[config.mk]
export PLATFORM = sky130hd
export DESIGN_NAME = burst_line_adapter
export DESIGN_NICKNAME = d
export VERILOG_FILES = /design/src/rtl/burst_line_adapter.sv
export SDC_FILE = /design/constraint.sdc
export NUM_CORES = 1
export LEC_CHECK = 0
export CAP_MARGIN = 20
export CORE_AREA = 4 4 276 278
export DETAILED_ROUTE_END_ITERATION = 10
export DIE_AREA = 0 0 280 282
export DONT_BUFFER_PORTS = 1
export SETUP_SLACK_MARGIN = 0.05
export SLEW_MARGIN = 20
export SYNTH_ARGS = -nofsm -noshare
export SYNTH_HDL_FRONTEND = slang
export SYNTH_SLANG_ARGS = --single-unit
[constraint.sdc]
create_clock -name clk -period 4.1 [get_ports clk]
set_clock_uncertainty 0.1 [all_clocks]
set_input_delay 0.615 -clock clk [delete_from_list [all_inputs] [get_ports clk]]
set_output_delay 0.615 -clock clk [all_outputs]
set_load 0.03 [all_outputs]
[src/rtl/burst_line_adapter.sv]
// burst_line_adapter
//   Turns one cache-line read or write from the I/D arbiter into a burst of
//   BEATS beats of BEAT_W bits on the bmem port. Only one transaction is in
//   flight at a time, and the adapter buffers no more than one line.
//
// Ports
//   clk, rst       clock; synchronous active-high reset
//   line_address   line address from the arbiter (byte offset bits ignored)
//   line_read      line read request, held until line_resp
//   line_write     line write request, held until line_resp
//   line_wdata     line to write, held until line_resp
//   line_rdata     assembled read line (registered)
//   line_resp      one-cycle completion pulse
//   bmem_address   line-aligned burst address
//   bmem_read      burst read request
//   bmem_write     burst write request
//   bmem_wdata     current write beat
//   bmem_rdata     current read beat
//   bmem_resp      one pulse per accepted/valid beat
//   timeout_err    sticky watchdog flag (present only with BMEM_TIMEOUT_EN)
//
// Optional feature (macro BMEM_TIMEOUT_EN): a watchdog counts RD/WR cycles
// without bmem_resp. When the count reaches TIMEOUT_CYCLES it sets
// timeout_err and forces completion. line_rdata then keeps the beats that
// had already arrived. Without the macro the adapter waits indefinitely.
module burst_line_adapter #(
  parameter int unsigned BEAT_W         = 64,
  parameter int unsigned BEATS          = 4,
  parameter int unsigned ADDR_W         = 32,
  parameter int unsigned TIMEOUT_CYCLES = 1024
) (
  input  logic                      clk,
  input  logic                      rst,
  input  logic [ADDR_W-1:0]         line_address,
  input  logic                      line_read,
  input  logic                      line_write,
  input  logic [BEAT_W*BEATS-1:0]   line_wdata,
  output logic [BEAT_W*BEATS-1:0]   line_rdata,
  output logic                      line_resp,
  output logic [ADDR_W-1:0]         bmem_address,
  output logic                      bmem_read,
  output logic                      bmem_write,
  output logic [BEAT_W-1:0]         bmem_wdata,
  input  logic [BEAT_W-1:0]         bmem_rdata,
`ifdef BMEM_TIMEOUT_EN
  input  logic                      bmem_resp,
  output logic                      timeout_err
`else
  input  logic                      bmem_resp
`endif
);

  localparam int unsigned LINE_W = BEAT_W * BEATS;
  localparam int unsigned OFF_W  = $clog2(LINE_W / 8);
  localparam int unsigned BCNT_W = (BEATS > 1) ? $clog2(BEATS) : 1;
  localparam logic [BCNT_W-1:0] LAST_BEAT = BCNT_W'(BEATS - 1);

  typedef enum logic [1:0] {
    IDLE = 2'd0,
    RD   = 2'd1,
    WR   = 2'd2,
    DONE = 2'd3
  } state_t;

  state_t              state;
  state_t              state_next;
  logic [BCNT_W-1:0]   beat;
  logic [ADDR_W-1:0]   addr_q;
  logic [LINE_W-1:0]   wdata_q;
  logic                timeout_hit;

  // ---------------------------------------------------------------- watchdog
`ifdef BMEM_TIMEOUT_EN
  localparam int unsigned TO_W = ($clog2(TIMEOUT_CYCLES + 1) > 10) ?
                                 $clog2(TIMEOUT_CYCLES + 1) : 10;
  logic [TO_W-1:0] to_cnt;

  // The hit fires on the cycle that would bring the count to TIMEOUT_CYCLES.
  // Both the flag and the DONE transition therefore land on the same edge.
  assign timeout_hit = ((state == RD) || (state == WR)) && !bmem_resp &&
                       (to_cnt == TO_W'(TIMEOUT_CYCLES - 1));

  always_ff @(posedge clk) begin
    if (rst) begin
      to_cnt      <= '0;
      timeout_err <= 1'b0;
    end else begin
      if (((state == RD) || (state == WR)) && !bmem_resp && !timeout_hit)
        to_cnt <= to_cnt + TO_W'(1);
      else
        to_cnt <= '0;
      if (timeout_hit)
        timeout_err <= 1'b1;
    end
  end
`else
  assign timeout_hit = 1'b0;
`endif

  // ------------------------------------------------------------ state register
  always_ff @(posedge clk) begin
    if (rst) state <= IDLE;
    else     state <= state_next;
  end

  // ---------------------------------------------------------------- next state
  always_comb begin
    state_next = state;
    unique case (state)
      IDLE: begin
        if (line_read)       state_next = RD;   // a read wins over a write
        else if (line_write) state_next = WR;
      end
      RD, WR: begin
        if ((bmem_resp && (beat == LAST_BEAT)) || timeout_hit)
          state_next = DONE;
      end
      DONE:    state_next = IDLE;
      default: state_next = IDLE;
    endcase
  end

  // ------------------------------------------------------------------ datapath
  always_ff @(posedge clk) begin
    if (rst) begin
      beat       <= '0;
      addr_q     <= '0;
      wdata_q    <= '0;
      line_rdata <= '0;
    end else begin
      unique case (state)
        IDLE: begin
          beat <= '0;
          if (line_read || line_write) begin
            addr_q  <= {line_address[ADDR_W-1:OFF_W], {OFF_W{1'b0}}};
            wdata_q <= line_wdata;
          end
        end
        RD: begin
          if (bmem_resp) begin
            line_rdata[beat*BEAT_W +: BEAT_W] <= bmem_rdata;
            beat <= beat + BCNT_W'(1);
          end
        end
        WR: begin
          if (bmem_resp)
            beat <= beat + BCNT_W'(1);
        end
        DONE:    beat <= '0;
        default: beat <= '0;
      endcase
    end
  end

  // ------------------------------------------------------------------- outputs
  // The outputs decode only the state and the registers. No line_* input
  // reaches a bmem_* output through a combinational path.
  always_comb begin
    bmem_read    = (state == RD);
    bmem_write   = (state == WR);
    line_resp    = (state == DONE);
    bmem_address = addr_q;
    bmem_wdata   = '0;
    if (state == WR)
      bmem_wdata = wdata_q[beat*BEAT_W +: BEAT_W];
  end

endmodule

Yosys cells after proc, flatten, opt, wreduce, memory -nomap -nowiden. Cells that the tools add are included.

Flip-flop bits (word level): 543. Logic and storage cells: 33. Bits in latches: 0. Memories kept: 0. ROM bits: 0. RAM bits: 0. Input bits: 357.

Bitwise operators: 0. Multiply operators: 0. Div/mod/pow operators: 0. Magnitude comparators: 0. Eq/ne operators: 7. Shift operators: 3. Add/sub/neg operators: 2. Reduce and logical (&&, ||, !) cells: 8. Muxes and demuxes: 8.

Operators by type and width (number): $bwmux 256 (1); $shift 64x34->256 const A (1); $shiftx 256x9->64 (1); $shiftx 64x34->256 (1); $mux 64 (1); $neg 8->34 (1); $mux 2 (4); $eq 2x2->1 const B (3); $pmux 2 s3 (1); $reduce_and 2->1 (3); $ne 2x1->1 const B (2); $pmux 2 s2 (1); $reduce_or 2->1 (2); $ne 3x3->1 const B (1); $add 2x1->2 const B (1); $eq 2x1->1 const B (1); $logic_not 2->1 (1); $logic_and 1x1->1 (1); $logic_or 1x1->1 (1).

Depth between registers and ports, before layout. Gate-level depths: netlist of run 1.

Depth after elaboration: 4. Mapped depth: 9. Gate-level depth less buffers: 5.

Worst setup path before layout of run 1. No wires, ideal clock.

Path type: register -> register. From: reg beat[1]. To: reg line_rdata[192]. Stages on the path, launching flop included: 9. Setup slack: 1.586 ns. Setup time: 0.060 ns. Arrival: 2.354 ns. Cells stage by stage: dfxtp_1 -> buf_2 -> buf_1 -> inv_1 -> ha_1 -> nand3b_2 -> nor4_4 -> buf_6 -> a22o_1.

Cells in the longest elaborated chain, start to end: 3. Elaborated cells between the ends (all ways): 4. Those cells by class: add/sub (1); shift (2); mux (1).

Ends and longest elaborated chain: start, declared (RTL line 67) `logic [BCNT_W-1:0] beat;`; start signal, assigned (RTL line 142) `beat <= beat + BCNT_W'(1);`; start signal, assigned (RTL line 147) `beat <= beat + BCNT_W'(1);`; $neg 8->34 * (RTL line 141) `line_rdata[beat*BEAT_W +: BEAT_W] <= bmem_rdata;`; $shiftx 64x34->256 or $shift 64x34->256 (tied branches) (RTL line 141); $bwmux 256 * (RTL line 141); end signal, assigned by index (RTL line 141); end, declared (RTL line 38) `output logic [BEAT_W*BEATS-1:0] line_rdata,`.

Mark *: on every way between the ends. The rest lies on a longest branch, timed or not. A chain may end at the register's enable or synchronous reset.

Worst setup path after layout of run 1.
From: reg beat[0]. To: out bmem_wdata[62].

Cells in the longest elaborated chain, start to end: 2.

Ends and longest elaborated chain: $shiftx 256x9->64 (RTL line 165) `bmem_wdata = wdata_q[beat*BEAT_W +: BEAT_W];`; $mux 64 (RTL line 164) `if (state == WR)`; end, declared (RTL line 43) `output logic [BEAT_W-1:0] bmem_wdata,`.

No other way between the ends.

==> PnR_summary.wiki, run 1 <==
{| class="wikitable"
! Metric !! Value
|-
| Placed Cells incl. Taps || 2,963
|-
| Final Routed Wirelength || a little over 70,000 microns
|-
| Violation count after the first detailed-route iteration || about 930
|-
| Result of the run || complete, no violations
|-
| Parity-gate share of the synthesized area counting xor and xnor cells || 0.000433
|-
| Critical R2R Launch || beat[0]
|-
| Clk sink count || 543
|-
| Die Outline Area || roughly 0.079 sq mm
|-
| Placement row count || 100
|-
| Number of remaining DRC errors || 0
|-
| Count of max-cap constraint violations || 0
|-
| Slowest stage cell, crit path || sky130_fd_sc_hd__mux4_2
|-
| Horizontal die dimension || 280 microns
|-
| First-pass DRT Iterations || 7
|-
| CP Capture Type || output port
|-
| Vias in the first global route || approximately 15,000
|-
| Largest net degree at the start of global routing || roughly 310
|-
| Proportion of synthesized flip-flops having asynchronous set or reset || 0
|-
| Post-Synthesis Cells || 2,153
|-
| Count of yosys warnings during synthesis || 0
|-
| Depth of the critical timing path with buffers and inverters included || 3
|-
| Number of cells in the finished layout apart from fillers || roughly 3,200
|-
| Most frequent standard cell in the layout excluding fill and tap cells || sky130_fd_sc_hd__nand2_1
|-
| Number of antenna repair diodes || 0
|-
| Routed length on met1 || about 29,000 microns
|-
| Slew Viols, Final || 0
|-
| Vias per inst || roughly 5.0
|-
| Final Hold Slack || 43.5 ps
|-
| Capture instance of the worst register-to-register path || line_rdata[3]
|-
| Post-route setup TNS || 0 ps
|-
| Sequential element share of the synthesized area || 0.537
|-
| Critical path, cell by cell || buf_4 > mux4_2 > and2_1
|-
| Root buffer cell || sky130_fd_sc_hd__clkbuf_16
|-
| Number of unique standard cell types used by synthesis || 36
|-
| CTS tree || yes
|-
| Startpoint type of the worst setup path || flip-flop
|-
| Crit Path Category || reg2out
|-
| Setup bufs post-CTS || 0
|-
| Post-synthesis to final-layout area growth || 19.4%
|-
| Leakage || slightly below 0.009 uW
|-
| Final weighted congestion of routability-driven global placement || ~0.8
|-
| Worst ir drop on vdd || around 0.6 mV
|-
| Uppermost routed layer || met5
|-
| Global-route usage over all layers || 0.166
|-
| Residual overflow from global routing || 0
|-
| Die boundary height || 282 microns
|-
| Setup violators final || 0
|-
| Post-cts repair resize count || 0
|-
| Commonest cells after routing, fill and taps aside || 632 x sky130_fd_sc_hd__nand2_1, 541 x sky130_fd_sc_hd__dfxtp_1, 348 x sky130_fd_sc_hd__a21oi_1
|-
| Clock Pin Slew Worst Setup and Hold Paths || ~60 ps
|-
| Total CTS buffers || 57
|-
| FILL cells || 7,544
|-
| Effective utilization at floorplan || 0.274
|-
| Last element of the critical path || bmem_wdata[62]
|-
| Register-to-register setup slack || 1440 ps
|-
| Number of levels the H-tree was split into || 2
|-
| Dominant combinational cell family by area after synthesis || compound AO/OA/AOI/OAI gates
|-
| Area fraction in and, or, nand and nor cells after synthesis || 0.164
|-
| Number of nets in the layout || 2,549
|-
| Power Total || about 15,000 uW
|-
| Routed met3 length || ~6300 microns
|-
| Hold_sp || bmem_rdata[54]
|-
| Crit path arrival time || approximately 2500 ps
|-
| Placed wire-length estimate || 46,200 microns
|-
| Fraction of the mapped netlist area in adder cells || 0.00556
|-
| Crit path buffers/inverters || 1
|-
| Core outline area || 0.0739 sq mm
|-
| Worst-case clock buffer depth || 3
|-
| Fraction of the cycle the final worst path needs || 0.791
|-
| Area fraction in compound gates after synthesis || 0.174
|-
| Peak clock frequency supported by timing || 309 MHz
|-
| Portion of netlist area occupied by mux cells || 0.0723
|-
| Cell family contributing the most delay on the critical path || multiplexers
|-
| Number of hold-slack violations in the final timing report || 0
|-
| Critical Path Fanout Max || 21
|-
| Clock network latency to the later pin of the worst-skew pair || 590 ps
|-
| Wirelength per Cell || 22.2 microns
|-
| Mean instance size in the synthesized netlist || between 9 and 10 sq um
|-
| Pwr per Cell Area || between 600 and 700 mW/mm^2
|-
| Boundary Pins || 712
|-
| Number of antenna violations at the first check in global routing || 2
|-
| Path type of the worst min-delay path || in2reg
|-
| Max transition margin || 0.237
|-
| DR vias || 16,062
|-
| Fraction of layout instances using a drive strength above 1 || 0.0890
|-
| Delay of the slowest cell on the worst path || about 600 ps
|-
| Unrepaired setup endpoints after global routing || no
|-
| Total of buffers placed on input and output ports || 0
|-
| Detailed route wirelength on metal2 || 33,300 microns
|-
| Wire length of the first global-routing pass || around 100,000 microns
|-
| Reg2reg path depth || 6
|-
| Ys flop type || sky130_fd_sc_hd__dfxtp_1
|-
| Number of antenna-violating nets in the routed design || 0
|-
| Worst-margin pin slew || ~1100 ps
|-
| Data required time at the worst endpoint || approximately 3400 ps
|-
| Netlist area before placement || 0.0202 sq mm
|-
| Crit path from || beat[0]
|-
| Flop and latch count out of synthesis || 543
|-
| Minimum period implied by the final worst setup slack || 3240 ps
|-
| Post-synth EDFFs || 0
|}
-- layout make-up --
cell class / instances / area [sq um] / share of cell area
multi-input combinational: 1421 / 8510 / 0.352
tap: 969 / 1210 / 0.0502
timing repair buffer: 155 / 1620 / 0.0672
sequential: 543 / 10900 / 0.450
clock buffer: 79 / 1630 / 0.0675
inverter: 5 / 18.8 / 0.000777
clock inverter: 21 / 290 / 0.0120
-- timing repair --
item	CTS	global route
hold endpoints to repair	205	0
hold buffers	130	0
endpoints found under the setup margin	0	0
-- how the worst min path moves through the flow --
stage | slack (ps) | to | cells after the start
4_1_cts | 0.07 | wdata_q[23] | 2
6_report | 40 | line_rdata[54] | 1
3_5_place_dp | 340 | wdata_q[244] | 2
5_1_grt | 4 | line_rdata[217] | 1
3_3_place_gp | 340 | wdata_q[158] | 2
2_1_floorplan | 330 | wdata_q[128] | 2
-- kinds of logic (layout without fill, tap and decap cells) --
group / count (synthesis) / count (layout)
compound gates: 550 / 550
xor+xnor: 1 / 1
fa+ha+maj: 9 / 9
buf+inv: 193 / 260
flops: 543 / 543
mux: 66 / 66
other cells: 1 / 5
simple gates: 790 / 790
-- sequential cells by signal, summed over array words and instances (netlist names) --
| register | flops |
|---|---|
| bmem_address | 27 |
| wdata_q | 256 |
| beat | 2 |
| line_rdata | 256 |
| state | 2 |
-- routing by layer --
layer  GRT usage  vias up
met5           0        -
met4      0.0608        6
met3      0.0531      128
met2       0.271      704
met1       0.206     7760
li1            -     7464
-- where the power goes --
| part | total, uW | switching [uW] | internal (uW) | leakage, uW |
|---|---|---|---|---|
| clock network | 5330 | 2180 | 3150 | 0.000934 |
| logic | 3000 | 1890 | 1100 | 0.00344 |
| registers | 6790 | 748 | 6040 | 0.00443 |
-- synth_stat cells, drive strengths merged, types with 5 or more instances --
| master | number | area, sq um |
|---|---|---|
| and2 | 64 | 400 |
| nand2 | 632 | 2370 |
| inv | 5 | 18.8 |
| ha | 9 | 113 |
| clkbuf | 96 | 360 |
| nand3 | 66 | 330 |
| mux4 | 64 | 1440 |
| nor2b | 13 | 81.3 |
| a22o | 192 | 1680 |
| a21oi | 348 | 1740 |
| nor2 | 5 | 18.8 |
| buf | 92 | 559 |
| dfxtp | 543 | 10900 |
-- through the flow --
stage	setup slack, ps	util	instance area [sq um]
floorplan	1590	-	20300
global placement	1370	0.283	20900
detailed placement	1310	0.283	20900
CTS	731	0.327	24200
global route	683	0.327	24200
finish	859	0.327	24200
No activity file was read; power rests on OpenSTA's default activity.
==> run 2: changes to the inputs <==
--- a/config.mk
+++ b/config.mk
@@ -5,10 +5,11 @@
 export SDC_FILE = /design/constraint.sdc
 export NUM_CORES = 1
 export LEC_CHECK = 0
+export ABC_AREA = 1
 export CAP_MARGIN = 20
-export CORE_AREA = 4 4 276 278
+export CORE_AREA = 4 4 275 277
 export DETAILED_ROUTE_END_ITERATION = 10
-export DIE_AREA = 0 0 280 282
+export DIE_AREA = 0 0 279 281
 export DONT_BUFFER_PORTS = 1
 export SETUP_SLACK_MARGIN = 0.05
 export SLEW_MARGIN = 20
==> constraint.sdc (replaced) <==
create_clock -name clk -period 3.3 [get_ports clk]
set_clock_uncertainty 0.1 [all_clocks]
set_input_delay 0.495 -clock clk [delete_from_list [all_inputs] [get_ports clk]]
set_output_delay 0.495 -clock clk [all_outputs]
set_load 0.03 [all_outputs]
==> run 2 against run 1 <==
First-iteration DRC count rose by 71%; final cell count is 45% higher; final area up 22%; area after synthesis grew 12%; combinational power increased by 150%; largest power group unchanged.
==> PnR_summary.wiki, run 2 <==
{| class="wikitable"
! Metric !! Value
|-
| Post-synth EDFFs || 0 (unchanged)
|-
| Post-cts repair resize count || 0 (unchanged)
|-
| Post-synthesis to final-layout area growth || 30.1% (was 19.4%)
|-
| Data required time at the worst endpoint || 2700 ps (was 3380 ps)
|-
| Path type of the worst min-delay path || in2reg (unchanged)
|-
| Register-to-register setup slack || 270 ps (was 1440 ps)
|-
| Violation count after the first detailed-route iteration || 1,594 (was 932)
|-
| Vias in the first global route || 22,471 (was 15,359)
|-
| Slowest stage cell, crit path || sky130_fd_sc_hd__dfxtp_1 (was sky130_fd_sc_hd__mux4_2)
|-
| Capture instance of the worst register-to-register path || line_rdata[65] (was line_rdata[3])
|-
| Worst-margin pin slew || 886 ps (was 1140 ps)
|-
| Biggest area contributors in the synthesized netlist || sky130_fd_sc_hd__dfxtp_1 48%, sky130_fd_sc_hd__nor2_1 14%, sky130_fd_sc_hd__nand2_1 12%, sky130_fd_sc_hd__o21ai_0 7.2%, sky130_fd_sc_hd__a21oi_1 7.1% (was sky130_fd_sc_hd__dfxtp_1 54%, sky130_fd_sc_hd__nand2_1 12%, sky130_fd_sc_hd__a21oi_1 8.6%, sky130_fd_sc_hd__a22o_1 8.3%, sky130_fd_sc_hd__mux4_2 7.1%)
|-
| Hold-fix buffer count after cts || 379 (was 130)
|-
| Clock network latency to the later pin of the worst-skew pair || 620 ps (was 590 ps)
|-
| Most repeated cell in the gate-level netlist after synthesis || sky130_fd_sc_hd__nor2_1 (was sky130_fd_sc_hd__nand2_1)
|-
| Proportion of synthesized flip-flops having asynchronous set or reset || 0 (unchanged)
|-
| CP Capture Type || output port (unchanged)
|-
| Critical path, cell by cell || inv_4 > buf_12 > buf_4 > nor2_1 > o21ai_0 > a21oi_1 > buf_4 (was buf_4 > mux4_2 > and2_1)
|-
| Clock Pin Slew Worst Setup and Hold Paths || 60 ps (about the same)
|-
| Number of levels the H-tree was split into || 2 (unchanged)
|-
| Fraction of the cycle the final worst path needs || 0.933
|-
| Largest net degree at the start of global routing || 165 (was 313)
|-
| Unrepaired setup endpoints after global routing || no (unchanged)
|-
| Die Outline Area || 0.0784 sq mm (was 0.0790 sq mm)
|-
| Switching power total || 9130 uW (was 4820 uW)
|-
| Effective utilization at floorplan || 0.311 (was 0.274)
|-
| Number of nets in the layout || 3,975 (was 2,549)
|-
| FILL cells || 7,460 (was 7,544)
|-
| Placed wire-length estimate || 55,300 microns (was 46,200 microns)
|-
| Total of buffers placed on input and output ports || 0 (unchanged)
|-
| Placed standard-cell area || 0.0238 sq mm (was 0.0209 sq mm)
|-
| Crit path buffers/inverters || 4 (was 1)
|-
| Minimum period implied by the final worst setup slack || a little over 3000 ps
|-
| Count of yosys warnings during synthesis || 0 (unchanged)
|-
| Wire length of the first global-routing pass || 131,000 microns (was 102,000 microns)
|-
| Sw Ratio || 0.393 (was 0.319)
|-
| Number of hold-slack violations in the final timing report || 0 (unchanged)
|-
| Ys flop type || sky130_fd_sc_hd__dfxtp_1 (unchanged)
|-
| Final weighted congestion of routability-driven global placement || 0.879 (was 0.805)
|-
| Clk sink count || 543 (unchanged)
|-
| Most common library cells after synthesis || 851 x sky130_fd_sc_hd__nor2_1, 736 x sky130_fd_sc_hd__nand2_1, 543 x sky130_fd_sc_hd__dfxtp_1, 325 x sky130_fd_sc_hd__o21ai_0, 321 x sky130_fd_sc_hd__a21oi_1 (was 632 x sky130_fd_sc_hd__nand2_1, 543 x sky130_fd_sc_hd__dfxtp_1, 348 x sky130_fd_sc_hd__a21oi_1, 192 x sky130_fd_sc_hd__a22o_1, 96 x sky130_fd_sc_hd__clkbuf_1)
|-
| Share of total power in the clock network || 0.282 (was 0.353)
|-
| First-pass DRT Iterations || 5 (was 7)
|-
| Number of antenna-violating nets in the routed design || 0 (unchanged)
|-
| Fraction of layout instances using a drive strength above 1 || 0.0652 (was 0.0890)
|-
| Flop and latch count out of synthesis || 543 (unchanged)
|-
| Boundary Pins || 712 (unchanged)
|-
| Slew Viols, Final || 0 (unchanged)
|-
| Global-route usage over all layers || 0.209 (was 0.166)
|-
| CTS tree || yes (unchanged)
|-
| Sequential element share of the synthesized area || 0.479 (was 0.537)
|-
| Core outline area || 0.0728 sq mm (was 0.0739 sq mm)
|-
| Power Total || 23,200 uW (was 15,100 uW)
|-
| Min-Delay Endpoint || bmem_address[27] (was line_rdata[54])
|-
| Mean instance size in the synthesized netlist || 6.84 sq um (was 9.40 sq um)
|-
| Vias per inst || 5.01 (was 5.03)
|-
| Horizontal die dimension || 279 microns (was 280 microns)
|-
| Cell family contributing the most delay on the critical path || buffers and inverters (was multiplexers)
|-
| Root buffer cell || sky130_fd_sc_hd__clkbuf_16 (unchanged)
|-
| Total CTS buffers || 59 (was 57)
|-
| Max transition margin || 0.410 (was 0.237)
|-
| Die boundary height || 281 microns (was 282 microns)
|-
| Startpoint type of the worst setup path || flip-flop (unchanged)
|-
| Worst ir drop on vdd || 0.534 mV (was 0.600 mV)
|-
| Reg2reg path depth || 9 (was 6)
|-
| Most frequent standard cell in the layout excluding fill and tap cells || sky130_fd_sc_hd__nor2_1 (was sky130_fd_sc_hd__nand2_1)
|-
| Number of antenna violations at the first check in global routing || 6 (was 2)
|-
| Hold_sp || line_address[27] (was bmem_rdata[54])
|-
| Share of power burned in registers || 0.401 (was 0.449)
|-
| Pwr per Cell Area || 787 mW/mm^2 (was 625 mW/mm^2)
|-
| Count of max-cap constraint violations || 0 (unchanged)
|-
| Worst-case clock buffer depth || 3 (unchanged)
|-
| Peak clock frequency supported by timing || approximately 320 MHz
|-
| Post-route setup TNS || 0 ps (unchanged)
|-
| Crit Path Category || reg2out (unchanged)
|-
| Result of the run || complete, no violations (unchanged)
|-
| Residual overflow from global routing || 0 (unchanged)
|-
| Hold Path Depth || 2 (was 1)
|-
| Crit path top cell by count || sky130_fd_sc_hd__buf_4
|-
| Critical R2R Launch || beat[1] (was beat[0])
|-
| Final Routed Wirelength || 87,100 microns (was 70,800 microns)
|-
| Internal Dissipation || 14,100 uW (was 10,300 uW)
|-
| Wirelength per Cell || 18.9 microns (was 22.2 microns)
|-
| DR vias || 23,110 (was 16,062)
|-
| Post-Synthesis Cells || 3,313 (was 2,153)
|-
| Netlist area before placement || 0.0227 sq mm (was 0.0202 sq mm)
|-
| Number of unique standard cell types used by synthesis || 27 (was 36)
|-
| Setup violators final || 0 (unchanged)
|-
| Crit path arrival time || 2480 ps (was 2530 ps)
|-
| Leakage || 0.0121 uW (was 0.00880 uW)
|-
| Crit path from || beat[1] (was beat[0])
|-
| Critical Path Fanout Max || 63 (was 21)
|-
| Post-synth top area share || 0.479 (was 0.537)
|-
| Combinational fraction of design power || 0.317 (was 0.198)
|-
| Setup bufs post-CTS || 0 (unchanged)
|-
| Synth area leader || sky130_fd_sc_hd__dfxtp_1 (unchanged)
|-
| Placement row count || 99 (was 100)
|-
| Area of all placed cells without fillers || 0.0295 sq mm (was 0.0242 sq mm)
|-
| Number of remaining DRC errors || 0 (unchanged)
|-
| Delay of the slowest cell on the worst path || 430 ps (was 610 ps)
|-
| Commonest cells after routing, fill and taps aside || 851 x sky130_fd_sc_hd__nor2_1, 735 x sky130_fd_sc_hd__nand2_1, 542 x sky130_fd_sc_hd__dfxtp_1 (was 632 x sky130_fd_sc_hd__nand2_1, 541 x sky130_fd_sc_hd__dfxtp_1, 348 x sky130_fd_sc_hd__a21oi_1)
|}
[run 2: changes by cell type after synthesis, moves of 66 or more]
cell / before / now
sky130_fd_sc_hd__nand2_1: 632 / 736
sky130_fd_sc_hd__nor2_1: 5 / 851
sky130_fd_sc_hd__a22o_1: 192 / 0
sky130_fd_sc_hd__o21ai_0: 2 / 325
sky130_fd_sc_hd__inv_1: 5 / 78
sky130_fd_sc_hd__buf_2: 35 / 124
sky130_fd_sc_hd__o21ai_1: 1 / 67
[run 2: worst max-delay path by stage]
stage | to | slack (ps) | cells after the start
after detailed placement | line_rdata[13] | 820 | 8
after global routing | bmem_wdata[57] | 50 | 7
final | bmem_wdata[57] | 220 | 7
after floorplan | bmem_wdata[10] | 1120 | 5
after CTS | bmem_wdata[57] | 150 | 7
after global placement | bmem_wdata[62] | 850 | 6
[run 2: final cells by class]
cell class	instances	area [sq um]	share of cell area
timing repair buffer	499	4900	0.166
inverter	85	344	0.0117
clock buffer	82	1720	0.0584
tap	959	1200	0.0407
multi-input combinational	2421	10300	0.348
antenna	6	15.0	0.000509
sequential	543	10900	0.368
clock inverter	22	198	0.00670
[run 2: power groups by stage]
stage / logic (uW) / clock network (uW) / registers, uW
global placement: 6830 / 0 / 9390
CTS: 7300 / 6700 / 9290
detailed placement: 6860 / 0 / 9430
global route: 8240 / 6980 / 9490
floorplan: 5110 / 0 / 9150
finish: 7360 / 6560 / 9310
[run 2: kinds of logic after synthesis]
kind of cell,synth area share
simple gates,0.287
compound gates,0.158
flops,0.479
buf+inv,0.0700
fa+ha+maj,0.00497
xor+xnor,0.000386
other cells,0.000165
[run 2: metal layers]
| layer | up-vias | wire [microns] | track usage |
|---|---|---|---|
| li1 | 11125 | - | - |
| met1 | 10665 | 33200 | 0.240 |
| met2 | 1088 | 41500 | 0.359 |
| met3 | 232 | 8250 | 0.0609 |
| met4 | 0 | 4190 | 0.0979 |
| met5 | - | 0 | 0 |
[run 2: worst register-to-register path: stages (launching register included)]
cell and delay, ps:
sky130_fd_sc_hd__dfxtp_1 430, sky130_fd_sc_hd__inv_4 200, sky130_fd_sc_hd__ha_1 300, sky130_fd_sc_hd__inv_2 100, sky130_fd_sc_hd__nand2_1 140, sky130_fd_sc_hd__nor2_4 630, sky130_fd_sc_hd__buf_4 300, sky130_fd_sc_hd__nand2_1 70
sky130_fd_sc_hd__a21oi_1 160, sky130_fd_sc_hd__dlygate4sd3_1 570
[run 2: metrics by stage]
step / worst slack, ps / instances / util / hold WS [ps]
after floorplan: 1120 / 3317 / - / 350
after global placement: 850 / 4128 / 0.326 / 359
after detailed placement: 818 / 4128 / 0.326 / 366
after CTS: 147 / 4611 / 0.405 / 0.247
after global routing: 50.1 / 4616 / 0.405 / 16.2
final: 221 / 4617 / 0.405 / 44.5
